<file path="src/rtl/data_mem_ctrl_pkg.sv">
// Shared definitions for the data memory controller: FSM state encodings,
// funct3 access codes and the store lane helpers.
package data_mem_ctrl_pkg;

    typedef enum logic [1:0] {
        DMC_IDLE = 2'd0,
        DMC_BUSY = 2'd1,
        DMC_RESP = 2'd2
    } dmc_state_e;

    localparam logic [2:0] F3_LB  = 3'b000;
    localparam logic [2:0] F3_LH  = 3'b001;
    localparam logic [2:0] F3_LW  = 3'b010;
    localparam logic [2:0] F3_LBU = 3'b100;
    localparam logic [2:0] F3_LHU = 3'b101;
    localparam logic [2:0] F3_SB  = 3'b000;
    localparam logic [2:0] F3_SH  = 3'b001;
    localparam logic [2:0] F3_SW  = 3'b010;

    // Unlisted store funct3 codes behave as SW.
    function automatic logic [3:0] store_strobe(input logic [2:0] f3, input logic [1:0] off);
        case (f3)
            F3_SB:   return 4'b0001 << off;
            F3_SH:   return 4'b0011 << {off[1], 1'b0};
            default: return 4'b1111;
        endcase
    endfunction

    function automatic logic [31:0] store_data(input logic [2:0] f3, input logic [31:0] wd);
        case (f3)
            F3_SB:   return {4{wd[7:0]}};
            F3_SH:   return {2{wd[15:0]}};
            default: return wd;
        endcase
    endfunction

    function automatic logic is_misaligned(input logic is_write, input logic [2:0] f3,
                                           input logic [1:0] off);
        logic is_byte;
        logic is_half;
        is_byte = is_write ? (f3 == F3_SB) : (f3 == F3_LB || f3 == F3_LBU);
        is_half = is_write ? (f3 == F3_SH) : (f3 == F3_LH || f3 == F3_LHU);
        if (is_byte) return 1'b0;
        if (is_half) return off[0];
        return off != 2'b00;
    endfunction

endpackage

</file>
<file path="src/rtl/data_mem_ctrl_if.sv">
// Word-organised data memory bus with a ready handshake; the controller is
// the master, the memory the slave.
interface data_mem_ctrl_if #(
    parameter int MEM_AW = 10
);
    logic              m_en;
    logic [3:0]        m_we;
    logic [MEM_AW-1:0] m_addr;
    logic [31:0]       m_wdata;
    logic [31:0]       m_rdata;
    logic              m_ready;

    modport master (output m_en, m_we, m_addr, m_wdata, input m_rdata, m_ready);
    modport slave  (input m_en, m_we, m_addr, m_wdata, output m_rdata, m_ready);
endinterface

</file>
<file path="src/rtl/load_extend.sv">
// Selects the addressed byte/half of a memory word and sign/zero-extends it
// according to the load funct3; unlisted codes return the whole word.
module load_extend
    import data_mem_ctrl_pkg::*;
(
    input  logic [31:0] i_word,
    input  logic [2:0]  i_funct3,
    input  logic [1:0]  i_byte_off,
    output logic [31:0] o_result
);
    logic [7:0]  w_byte;
    logic [15:0] w_half;

    assign w_byte = i_word[8*i_byte_off +: 8];
    // Halves use only addr[1]; a misaligned half reads the aligned-down lane.
    assign w_half = i_byte_off[1] ? i_word[31:16] : i_word[15:0];

    always_comb begin
        o_result = i_word;
        case (i_funct3)
            F3_LB:   o_result = {{24{w_byte[7]}}, w_byte};
            F3_LH:   o_result = {{16{w_half[15]}}, w_half};
            F3_LBU:  o_result = {24'd0, w_byte};
            F3_LHU:  o_result = {16'd0, w_half};
            default: o_result = i_word;
        endcase
    end
endmodule

</file>
<file path="src/rtl/data_mem_ctrl.sv">
// Memory-stage sequencer: IDLE -> BUSY (until m_ready) -> RESP, stalling the
// pipeline meanwhile. DATA_MEM_MISALIGN_TRAP_EN makes misaligned requests skip memory.
module data_mem_ctrl
    import data_mem_ctrl_pkg::*;
#(
    parameter int MEM_AW = 10,
    parameter int XLEN   = 32
) (
    input  logic            clk,
    input  logic            rst,
    input  logic            mem_read,
    input  logic            mem_write,
    input  logic [2:0]      funct3,
    input  logic [XLEN-1:0] addr,
    input  logic [XLEN-1:0] wdata,
    output logic [XLEN-1:0] rdata,
    output logic            resp_valid,
    output logic            stall,
    output logic            misaligned,
    data_mem_ctrl_if.master mem
);
    dmc_state_e r_state;
    dmc_state_e w_state_next;

    logic              r_is_write;
    logic [2:0]        r_funct3;
    logic [1:0]        r_off;
    logic [MEM_AW-1:0] r_m_addr;
    logic [3:0]        r_m_we;
    logic [XLEN-1:0]   r_m_wdata;
    logic [XLEN-1:0]   r_rdata;

    logic            w_req;
    logic            w_take;
    logic            w_mis;
    logic            w_stall;
    logic            w_busy;
    logic            w_resp;
    logic [XLEN-1:0] w_load_ext;
    logic            w_unused_addr;

    assign w_req         = mem_read | mem_write;
    assign w_take        = (r_state == DMC_IDLE) && w_req;
    assign w_unused_addr = ^addr[XLEN-1:MEM_AW+2];

`ifdef DATA_MEM_MISALIGN_TRAP_EN
    logic r_mis;
    assign w_mis      = is_misaligned(mem_write, funct3, addr[1:0]);
    assign misaligned = w_resp & r_mis;
`else
    assign w_mis      = 1'b0;
    assign misaligned = 1'b0;
`endif

    always_ff @(posedge clk) begin
        if (rst) r_state <= DMC_IDLE;
        else     r_state <= w_state_next;
    end

    always_comb begin
        w_state_next = r_state;
        w_stall      = 1'b0;
        w_busy       = 1'b0;
        w_resp       = 1'b0;
        case (r_state)
            DMC_IDLE: begin
                if (w_req) begin
                    w_stall      = 1'b1;
                    w_state_next = w_mis ? DMC_RESP : DMC_BUSY;
                end
            end
            DMC_BUSY: begin
                w_busy  = 1'b1;
                w_stall = 1'b1;
                if (mem.m_ready) w_state_next = DMC_RESP;
            end
            DMC_RESP: begin
                w_resp       = 1'b1;
                w_state_next = DMC_IDLE;
            end
            default: w_state_next = DMC_IDLE;
        endcase
    end

    // Request fields are captured once in IDLE so the bus stays stable while waiting.
    always_ff @(posedge clk) begin
        if (rst) begin
            r_is_write <= 1'b0;
            r_funct3   <= 3'd0;
            r_off      <= 2'd0;
            r_m_addr   <= '0;
            r_m_we     <= 4'd0;
            r_m_wdata  <= '0;
            r_rdata    <= '0;
        end else begin
            if (w_take) begin
                r_is_write <= mem_write;
                r_funct3   <= funct3;
                r_off      <= addr[1:0];
                r_m_addr   <= addr[MEM_AW+1:2];
                r_m_we     <= mem_write ? store_strobe(funct3, addr[1:0]) : 4'd0;
                r_m_wdata  <= store_data(funct3, wdata);
            end
            if (w_busy && mem.m_ready && !r_is_write) r_rdata <= w_load_ext;
        end
    end

`ifdef DATA_MEM_MISALIGN_TRAP_EN
    always_ff @(posedge clk) begin
        if (rst)         r_mis <= 1'b0;
        else if (w_take) r_mis <= w_mis;
    end
`endif

    load_extend u_load_extend (
        .i_word     (mem.m_rdata),
        .i_funct3   (r_funct3),
        .i_byte_off (r_off),
        .o_result   (w_load_ext)
    );

    // Strobes are only meaningful while the request is presented.
    generate
        for (genvar gi = 0; gi < 4; gi++) begin : g_we
            assign mem.m_we[gi] = r_m_we[gi] & w_busy;
        end
    endgenerate

    assign mem.m_en    = w_busy;
    assign mem.m_addr  = r_m_addr;
    assign mem.m_wdata = r_m_wdata;
    assign rdata       = r_rdata;
    assign resp_valid  = w_resp;
    assign stall       = w_stall & ~rst;
endmodule

</file>
<file path="src/flat_wrapper.sv">
// flat-port wrapper written by rule: the top's interface ports become plain ports
module data_mem_ctrl_flat import data_mem_ctrl_pkg::*;
#(
    parameter int MEM_AW = 10,
    parameter int XLEN   = 32
)
  (clk, rst, mem_read, mem_write, funct3, addr, wdata, rdata, resp_valid, stall, misaligned, mem_m_en, mem_m_we, mem_m_addr, mem_m_wdata, mem_m_rdata, mem_m_ready);
  data_mem_ctrl_if #(.MEM_AW(MEM_AW)) mem_i ();
  input  logic clk;
  input  logic rst;
  input  logic mem_read;
  input  logic mem_write;
  input  logic [2:0] funct3;
  input  logic [XLEN-1:0] addr;
  input  logic [XLEN-1:0] wdata;
  output logic [XLEN-1:0] rdata;
  output logic resp_valid;
  output logic stall;
  output logic misaligned;
  output wire logic [$bits(mem_i.m_en)-1:0] mem_m_en;
  output wire logic [$bits(mem_i.m_we)-1:0] mem_m_we;
  output wire logic [$bits(mem_i.m_addr)-1:0] mem_m_addr;
  output wire logic [$bits(mem_i.m_wdata)-1:0] mem_m_wdata;
  input wire logic [$bits(mem_i.m_rdata)-1:0] mem_m_rdata;
  input wire logic [$bits(mem_i.m_ready)-1:0] mem_m_ready;
  assign mem_m_en = mem_i.m_en;
  assign mem_m_we = mem_i.m_we;
  assign mem_m_addr = mem_i.m_addr;
  assign mem_m_wdata = mem_i.m_wdata;
  assign mem_i.m_rdata = mem_m_rdata;
  assign mem_i.m_ready = mem_m_ready;
  data_mem_ctrl #(.MEM_AW(MEM_AW), .XLEN(XLEN)) u_core (.clk(clk), .rst(rst), .mem_read(mem_read), .mem_write(mem_write), .funct3(funct3), .addr(addr), .wdata(wdata), .rdata(rdata), .resp_valid(resp_valid), .stall(stall), .misaligned(misaligned), .mem(mem_i));
endmodule
</file>
<file path="config.mk">
export PLATFORM = sky130hd
export DESIGN_NAME = data_mem_ctrl_flat
export DESIGN_NICKNAME = d
export VERILOG_FILES = /design/src/rtl/data_mem_ctrl_pkg.sv /design/src/rtl/data_mem_ctrl_if.sv /design/src/rtl/load_extend.sv /design/src/rtl/data_mem_ctrl.sv /design/src/flat_wrapper.sv
export SDC_FILE = /design/constraint.sdc
export NUM_CORES = 1
export LEC_CHECK = 0
export ABC_AREA = 1
export CAP_MARGIN = 5
export CORE_ASPECT_RATIO = 1.2
export CORE_MARGIN = 5
export CORE_UTILIZATION = 50
export DETAILED_ROUTE_END_ITERATION = 8
export DONT_BUFFER_PORTS = 1
export MAX_ROUTING_LAYER = met4
export PLACE_DENSITY = 0.76
export RECOVER_POWER = 50
export SKIP_CTS_REPAIR_TIMING = 1
export SKIP_LAST_GASP = 1
export SLEW_MARGIN = 20
export SYNTH_ARGS = -nofsm -noshare
export SYNTH_HDL_FRONTEND = slang
export SYNTH_SLANG_ARGS = --single-unit
</file>
<file path="constraint.sdc">
create_clock -name clk -period 1.4 [get_ports clk]
set_input_delay 0.28 -clock clk [delete_from_list [all_inputs] [get_ports clk]]
set_output_delay 0.28 -clock clk [all_outputs]
set_load 0.01 [all_outputs]
</file>
## Yosys cells after proc, flatten, opt, wreduce, memory -nomap -nowiden

Index checks and enable logic that the tools add are counted.

| storage, ports and cells | value |
|---|---|
| bits of input ports | 104 |
| flip-flop bits (word level) | 86 |
| word-level logic and storage cells | 46 |
| output and inout port bits | 82 |

| cells by class | value |
|---|---|
| reduce and logical (&&, ||, !) cells | 8 |
| muxes and demuxes | 12 |
| shifts and indexed selects | 3 |
| equal/unequal tests | 8 |
| bitwise operators | 7 |

Operator list:

| cell | count |
|---|---|
| case mux 32 bit (4 select lines) | 1 |
| case mux 32 bit (2 select lines) | 1 |
| variable part select 32 x 6 -> 8 bit | 1 |
| 2-to-1 mux 16 bit | 1 |
| case mux 4 bit (2 select lines) | 1 |
| == test 3 x 1 -> 1 bit, second input constant | 2 |
| == test 3 bit, second input constant | 2 |
| logical NOT 3 bit | 2 |
| AND 1 bit | 5 |
| 2-to-1 mux 2 bit | 2 |
| 2-to-1 mux 4 bit | 1 |
| case mux 2 bit (2 select lines) | 1 |
| left shift 1 x 2 -> 4 bit, first input constant | 1 |
| left shift 2 x 2 -> 4 bit, first input constant | 1 |
| logical AND 1 bit | 3 |
| 2-to-1 mux 1 bit | 3 |
| == test 2 x 1 -> 1 bit, second input constant | 1 |
| == test 2 bit, second input constant | 1 |
| logical NOT 2 bit | 1 |
| inequality test 2 x 1 -> 1 bit, second input constant | 1 |
| inequality test 2 bit, second input constant | 1 |
| case mux 1 bit (2 select lines) | 1 |
| AND reduction 2 bit | 1 |
| logical NOT 1 bit | 1 |
| other kinds (2) | 2 |

## Longest topological paths before layout

Gate-level depths: netlist of the first run.

| depth | value |
|---|---|
| depth in word-level cells | 4 |
| gate-level depth with buffers | 10 |
| mapped depth without buffers | 8 |

## By module

Synthesis of the first run repeated with hierarchy kept, for this count alone.

| second synthesis, totals | value |
|---|---|
| cells, all modules | 673 |
| area, all modules | 4520.6 sq um |

Modules (own cells, without submodules):

| module | cells each | times used | area each (sq um) |
|---|---|---|---|
| data_mem_ctrl | 479 | 1 | 3465.8 |
| load_extend | 194 | 1 | 1054.8 |

## Worst setup path after synthesis of the first run

No wires, ideal clock.

| path | value |
|---|---|
| path kind | reg-to-reg |
| start | reg u_core.r_state[0] |
| end | reg u_core.r_rdata[30] (netlist: u_core.rdata[30]) |
| arrival | 1.142 ns |
| period minus slack after synthesis | 1.254 ns |
| path slack | 0.146 ns |
| stages on the path, launching flop included | 9 |
| cell sequence | dfxtp_1 > inv_2 > nor2_4 > nand2_2 > nor2_8 > buf_4 > o21ai_1 > o21ai_2 > inv_1 |

| between the ends | value |
|---|---|
| word-level cells in the longest chain between the ends | 4 |

Ends and longest elaborated chain:

| element | RTL line | text |
|---|---|---|
| start: declaration | data_mem_ctrl.sv:22 | `dmc_state_e r_state;` |
| start signal: assignment | data_mem_ctrl.sv:57 | `else r_state <= w_state_next;` |
| == test 2 x 1 -> 1 bit | data_mem_ctrl.sv:65 | `case (r_state)` |
| 2-to-1 mux 1 bit | data_mem_ctrl.sv:65 |  |
| named net mem_m_en | flat_wrapper.sv:20 | `output wire logic [$bits(mem_i.m_en)-1:0] mem_m_en;` |
| logical AND 1 bit (2 in a row) | data_mem_ctrl.sv:104 | `if (w_busy && mem.m_ready && !r_is_write) r_rdata <= w_load_ext;` |
| end signal: assignment | data_mem_ctrl.sv:104 |  |
| end: declaration | data_mem_ctrl.sv:31 | `logic [XLEN-1:0] r_rdata;` |

The timed path passes the listed nets, and every way through them passes these cells.
A chain may end at the register's enable or synchronous reset.

## Final worst setup path of the first run

| path | value |
|---|---|
| start | reg u_core.r_state[0] |
| end | out stall |

| between the ends | value |
|---|---|
| word-level cells in the longest chain between the ends | 3 |

Ends and longest elaborated chain:

| element | RTL line | text |
|---|---|---|
| == test 2 x 1 -> 1 bit or logical NOT 2 bit (tied branches) | data_mem_ctrl.sv:65 |  |
| case mux 1 bit (2 select lines) * | data_mem_ctrl.sv:65 |  |
| AND 1 bit * | data_mem_ctrl.sv:134 | `assign stall = w_stall & ~rst;` |
| end: declaration | flat_wrapper.sv:18 | `output logic stall;` |

Every way passes the cells marked *; elsewhere a longest branch is shown, timed or not.

==> impl_metrics.csv, run 1 <==
group,metric,value,unit
global_route,grt_pass1_wl,17700,um
timing,setup_viol,7,
drt,ant_nets,0,
finish,fin_area,4640,um^2
worst_setup_path,cp_slowest_cell,"dfxtp_2",
drt,first_pass_iters,4,
placed_design,gp_congestion,0.905,
floorplanning,start_util,0.510,
clock_network,cts_tree,"built",
worst_setup_path,crit_chain,"inv_2 -> nor2_4 -> buf_6 -> inv_4 -> a21oi_2 -> buf_4",
timing,hold_violations,0,
global_route,overflow,0,
timing,skew,0.0132,ns
min_path,min_path_type,"primary input to register",
worst_setup_path,cp_num_buf_inv,4,
logic_synthesis,yosys_warnings,0,
timing,grt_setup_unrepaired,"yes",
power_and_ir_drop,power_frac_comb,0.207,
status,outcome,"complete, but fails checks",
drt,routed-via-count,4029,
clock_network,htreeDepth,3,
logic_synthesis,syn_inst,625,
job,cap_violations,0,
floorplanning,dieArea,10200,um^2
power_and_ir_drop,power,5.87,mW
timing,fin_tns_setup,-0.660,ns
power_and_ir_drop,p_seq_frac,0.505,
worst_setup_path,arrival,1.27,ns
clock_network,cts.sink_count,86,
global_route,grt_pass1_vias,3774,
worst_setup_path,cp-start-kind,"register",
logic_synthesis,syn_nets,729,
clock_network,clk_pin_slew,0.10,ns
drt,routedWlPerCell,16.6,um
worst_setup_path,cp-startpoint,"u_core.r_state[0]$_SDFFE_PP0P_",
worst_setup_path,r2r_end,"u_core.rdata[19]$_SDFFE_PP0P_",
worst_setup_path,reg2regPathDepth,9,
floorplanning,core_region_area,8110,um^2
global_route,antenna_found_initial,0,
timing,fin_crit_sh,1.11,
worst_setup_path,cp.required,1.12,ns
timing,finalWorstSetupSlack,-0.153,ns
clock_network,clk_latency,0.36,ns
drt,drtIter0Drc,216,
timing,fmax,644,MHz
finish,area_growth,12.3,%
logic_synthesis,synth.distinct_cells,29,
logic_synthesis,ys_seq_area_frac,0.416,
worst_setup_path,setup.worst_path.end_class,"output pin",
power_and_ir_drop,power.switching_fraction,0.339,
power_and_ir_drop,ir_drop,965,uV
logic_synthesis,syn_avg_cell_area,6.62,um^2
floorplanning,die_w,93.0,um
worst_setup_path,crit_fanout,6,
power_and_ir_drop,intPower,3.88,mW
placed_design,dp_hpwl,8460,um
status,violations,"setup timing",
finish,final_common_cell,"nand2_1",
floorplanning,die_y,110,um
placed_design,portBuffers,0,
worst_setup_path,max_stage_delay,0.35,ns
timing,period_needed,1.55,ns
power_and_ir_drop,p_sw,1.99,mW
drt,drt-total-wl,12000,um
finish,n_antenna_cell,0,
timing,slew_viol_final,0,
worst_setup_path,cp.depth,6,
power_and_ir_drop,pwr-share-clk,0.288,
drt,drc,0,
worst_setup_path,cp-endpoint,"stall",
finish,final_layout_size_suffix_gt1_frac,0.116,
worst_setup_path,reg2reg_from,"u_core.r_state[0]$_SDFFE_PP0P_",
global_route,grt_start_max_net_pins,51,
finish,most-common-layout-cells,"142 x nand2_1, 93 x o21ai_0, 89 x nor2_1",
worst_setup_path,crit_family,"flip-flops",
global_route,globalRouteTotalUtil,0.224,
power_and_ir_drop,power_density,1260,nW/um^2
power_and_ir_drop,p_leak,2.15,nW
worst_setup_path,r2r_setup_slack,-0.03,ns
floorplanning,core.rowCount,36,
placed_design,pre_cts_ws,0.0269,ns
clock_network,root_buffer,"clkbuf_8",
timing,holdWs,0.0710,ns
drt,viasPerCell,5.54,
logic_synthesis,ys_seq_elements,86,
clock_network,cts_max_path_buffers,2,
floorplanning,pin_count,186,
clock_network,cts_made_buffers,9,
logic_synthesis,syn-cell-area,4140,um^2
placed_design,placed_area,4280,um^2
worst_setup_path,crit_type,"register to output pin",
finish,nNetsFinal,731,
==> logic make-up (layout without fill, tap and decap cells) <==
kind of cell | Yosys count | in the layout | share of synthesized area
flip-flops | 86 | 86 | 0.416
buffers and inverters | 106 | 113 | 0.110
AO/OA/AOI/OAI | 184 | 184 | 0.231
AND/OR/NAND/NOR | 248 | 248 | 0.242
other | 1 | 1 | 0.000907
==> worst reg2reg max path: stages (launching register included) <==
cell and delay (ns):
dfxtp_2 0.35, inv_2 0.05, nor2_4 0.12, nand2_2 0.10
nor2_8 0.24, clkbuf_16 0.20, nor2_1 0.04, nor2_1 0.11
o21ai_1 0.10, inv_1 0.07
==> state kept, by name, indices dropped and copies added, names as in the netlist <==
name / cells
u_core.r_off: 2
u_core.r_state: 2
u_core.mem.m_addr: 10
u_core.rdata: 32
u_core.mem.m_wdata: 32
u_core.r_funct3: 3
u_core.r_m_we: 4
u_core.r_is_write: 1
==> Yosys cell counts <==
cell / instances / share of area
a21oi_1: 41 / 0.050
buf_2: 11 / 0.013
nand3_2: 3 / 0.0073
nor2_8: 1 / 0.0048
inv_8: 1 / 0.0027
nand2_1: 143 / 0.13
nor2_2: 2 / 0.0030
nor3_1: 1 / 0.0012
nand3_1: 1 / 0.0012
clkbuf_1: 19 / 0.017
nand2_4: 1 / 0.0027
nor2_1: 90 / 0.082
nand2_2: 5 / 0.0076
buf_1: 1 / 0.00091
inv_1: 60 / 0.054
o21ai_1: 27 / 0.033
clkbuf_2: 1 / 0.0012
a21oi_2: 1 / 0.0021
buf_4: 5 / 0.0091
dfxtp_1: 86 / 0.42
inv_2: 5 / 0.0045
o21ai_2: 1 / 0.0021
a31oi_1: 18 / 0.027
clkinv_1: 1 / 0.00091
conb_1: 1 / 0.00091
nor2_4: 1 / 0.0027
buf_6: 2 / 0.0054
o21ai_0: 94 / 0.11
o21a_1: 2 / 0.0036
==> power groups by stage <==
stage | Sequential [mW] | Combinational, mW | Clock (mW)
2_1_floorplan | 2.95 | 0.877 | 0
3_3_place_gp | 3.01 | 1.08 | 0
3_5_place_dp | 3.02 | 1.11 | 0
4_1_cts | 2.96 | 1.11 | 1.73
5_1_grt | 2.99 | 1.38 | 1.82
6_report | 2.97 | 1.21 | 1.69
==> area by class of cell <==
type / instances / area (um^2)
tap: 95 / 119
clock inverter: 6 / 51.3
multi-input combinational: 433 / 1970
fill: 763 / 3460
clock buffer: 10 / 138
inverter: 67 / 267
timing repair buffer: 30 / 370
sequential: 86 / 1730
==> worst min-delay path by stage <==
stage	from	end	depth (start not counted)
finish	wdata[17]	u_core.mem.m_wdata[17]$_SDFFE_PP0P_	2
detailed placement	rst	u_core.r_m_we[3]$_SDFFE_PP0P_	1
global placement	rst	u_core.r_m_we[2]$_SDFFE_PP0P_	1
global route	wdata[22]	u_core.mem.m_wdata[22]$_SDFFE_PP0P_	2
CTS	rst	u_core.r_m_we[1]$_SDFFE_PP0P_	1
floorplan	wdata[10]	u_core.mem.m_wdata[10]$_SDFFE_PP0P_	2
==> through the flow <==
step | std cells | util
2_1_floorplan | 625 | -
3_3_place_gp | 704 | 0.528
3_5_place_dp | 704 | 0.528
4_1_cts | 720 | 0.552
5_1_grt | 727 | 0.573
6_report | 727 | 0.573
==> layer usage <==
metal	GRT usage	up-vias	wire length [um]
li1	-	2004	-
met1	0.244	1825	4500
met2	0.372	181	6020
met3	0.0856	19	1280
met4	0.0838	0	234
met5	-	-	0
Note: power is estimated with default switching activity, not from simulation.
==> run 2, diff against run 1 <==
--- a/config.mk
+++ b/config.mk
@@ -21,3 +21,4 @@
 export SYNTH_ARGS = -nofsm -noshare
 export SYNTH_HDL_FRONTEND = slang
 export SYNTH_SLANG_ARGS = --single-unit
+export TNS_END_PERCENT = 50
==> impl_metrics.csv, run 2 (synthesis results as in run 1) <==
group,metric,value,unit
status,outcome,"complete, but fails checks",
status,violations,"setup timing",
floorplanning,dieArea,10200,um^2
worst_setup_path,cp_slowest_cell,"dfxtp_2",
clock_network,cts_made_buffers,9,
finish,fin_util,0.564,
finish,fill_cells,774,
floorplanning,die_w,93.0,um
finish,nNetsFinal,727,
global_route,antenna_found_initial,0,
worst_setup_path,max_stage_delay,0.35,ns
timing,hold_violations,0,
power_and_ir_drop,ir_drop,965,uV
clock_network,cts_max_path_buffers,2,
clock_network,cts_tree,"built",
drt,viasPerCell,5.50,
worst_setup_path,cp_num_buf_inv,4,
placed_design,portBuffers,0,
global_route,grt_start_max_net_pins,51,
global_route,globalRouteTotalUtil,0.224,
global_route,grt_pass1_wl,17700,um
worst_setup_path,crit_type,"register to output pin",
finish,area_growth,10.5,%
timing,skew,0.0128,ns
global_route,overflow,0,
clock_network,clk_pin_slew,0.10,ns
worst_setup_path,setup.worst_path.end_class,"output pin",
worst_setup_path,cp.depth,6,
worst_setup_path,crit_fanout,6,
timing,grt_setup_unrepaired,"yes",
worst_setup_path,r2r_end,"u_core.rdata[30]$_SDFFE_PP0P_",
drt,drtIter0Drc,181,
worst_setup_path,cp-startpoint,"u_core.r_state[0]$_SDFFE_PP0P_",
clock_network,cts.sink_count,86,
clock_network,clk_latency,0.36,ns
finish,final_layout_size_suffix_gt1_frac,0.108,
finish,most-common-layout-cells,"142 x nand2_1, 93 x o21ai_0, 89 x nor2_1",
timing,setup_viol,5,
floorplanning,core.rowCount,36,
timing,slew_viol_final,0,
drt,routed-via-count,3973,
worst_setup_path,reg2reg_from,"u_core.r_state[0]$_SDFFE_PP0P_",
finish,final_common_cell,"nand2_1",
drt,routedWlPerCell,16.0,um
drt,drc,0,
clock_network,htreeDepth,3,
worst_setup_path,cp.required,1.12,ns
floorplanning,die_y,110,um
floorplanning,pin_count,186,
min_path,holdPathEnd,"u_core.mem.m_wdata[17]$_SDFFE_PP0P_",
timing,finalWorstSetupSlack,-0.153,ns
floorplanning,start_util,0.510,
worst_setup_path,crit_chain,"inv_2 -> nor2_4 -> buf_6 -> inv_4 -> a21oi_2 -> buf_4",
worst_setup_path,arrival,1.27,ns
min_path,whs_path_depth,2,
timing,fmax,644,MHz
worst_setup_path,r2r_setup_slack,0.01,ns
placed_design,dp_hpwl,8460,um
timing,fin_crit_sh,1.11,
min_path,hold_start,"wdata[17]",
finish,n_antenna_cell,0,
clock_network,root_buffer,"clkbuf_8",
worst_setup_path,crit_family,"flip-flops",
worst_setup_path,cp-start-kind,"register",
drt,ant_nets,0,
min_path,min_path_type,"primary input to register",
placed_design,pre_cts_ws,0.0269,ns
floorplanning,core_region_area,8110,um^2
power_and_ir_drop,power_density,1270,nW/um^2
drt,drt-total-wl,11600,um
timing,period_needed,1.55,ns
power_and_ir_drop,p_leak,2.11,nW
worst_setup_path,reg2regPathDepth,8,
drt,first_pass_iters,4,
global_route,grt_pass1_vias,3774,
placed_design,gp_congestion,0.905,
job,cap_violations,0,
-- run 2: cell count changes in the layout (fill, tap and decap cells not counted) --
cell       change
dfxtp_1        +1
buf_6          -2
clkbuf_16      -2
dfxtp_2        -1
-- run 2: worst max-delay path by stage --
stage	slack, ns	to
after global placement	0.06	u_core.rdata[0]$_SDFFE_PP0P_
after floorplan	0.15	u_core.rdata[30]$_SDFFE_PP0P_
final	-0.15	stall
after detailed placement	0.03	u_core.rdata[1]$_SDFFE_PP0P_
after CTS	-0.28	stall
after global routing	-0.22	stall
-- run 2: cell type report --
| type | instances | area, um^2 | area share |
|---|---|---|---|
| multi-input cells | 433 | 1970 | 0.432 |
| flip-flops and latches | 86 | 1720 | 0.377 |
| repair buffers | 26 | 298 | 0.0652 |
| inverters | 67 | 267 | 0.0583 |
| clock buffers | 10 | 138 | 0.0301 |
| well taps | 95 | 119 | 0.0260 |
| clock inverters | 6 | 51.3 | 0.0112 |
-- run 2: report_power, final --
part / internal [mW] / leakage (nW) / switching, mW
clock: 0.719 / 0.0939 / 0.967
sequential: 2.69 / 0.711 / 0.277
combinational: 0.447 / 1.31 / 0.728
-- run 2: metal layers --
layer | part of all wire | GRT usage | up-vias
met5 | 0 | - | -
met4 | 0.022 | 0.0838 | 0
met3 | 0.11 | 0.0856 | 19
met2 | 0.49 | 0.372 | 170
met1 | 0.37 | 0.244 | 1790
li1 | - | - | 1994
-- run 2: per-stage QoR --
step / cell area [um^2] / std cells / setup TNS [ns] / power [mW] / hold slack (ns)
after floorplan: 4140 / 625 / 0 / 3.83 / 0.439
after global placement: 4280 / 704 / 0 / 4.09 / 0.353
after detailed placement: 4280 / 704 / 0 / 4.13 / 0.355
after CTS: 4470 / 720 / -1.08 / 5.81 / -0.0384
after global routing: 4570 / 723 / -2.02 / 6.15 / 0.0469
final: 4570 / 723 / -0.628 / 5.82 / 0.0705
==> run 3, diff against run 2 <==
--- a/config.mk
+++ b/config.mk
@@ -10,6 +10,7 @@
 export CORE_ASPECT_RATIO = 1.2
 export CORE_MARGIN = 5
 export CORE_UTILIZATION = 50
+export CTS_CLUSTER_SIZE = 16
 export DETAILED_ROUTE_END_ITERATION = 8
 export DONT_BUFFER_PORTS = 1
 export MAX_ROUTING_LAYER = met4
==> results of run 3 <==
Final layout, timing and power as in run 2 (identical DEF).
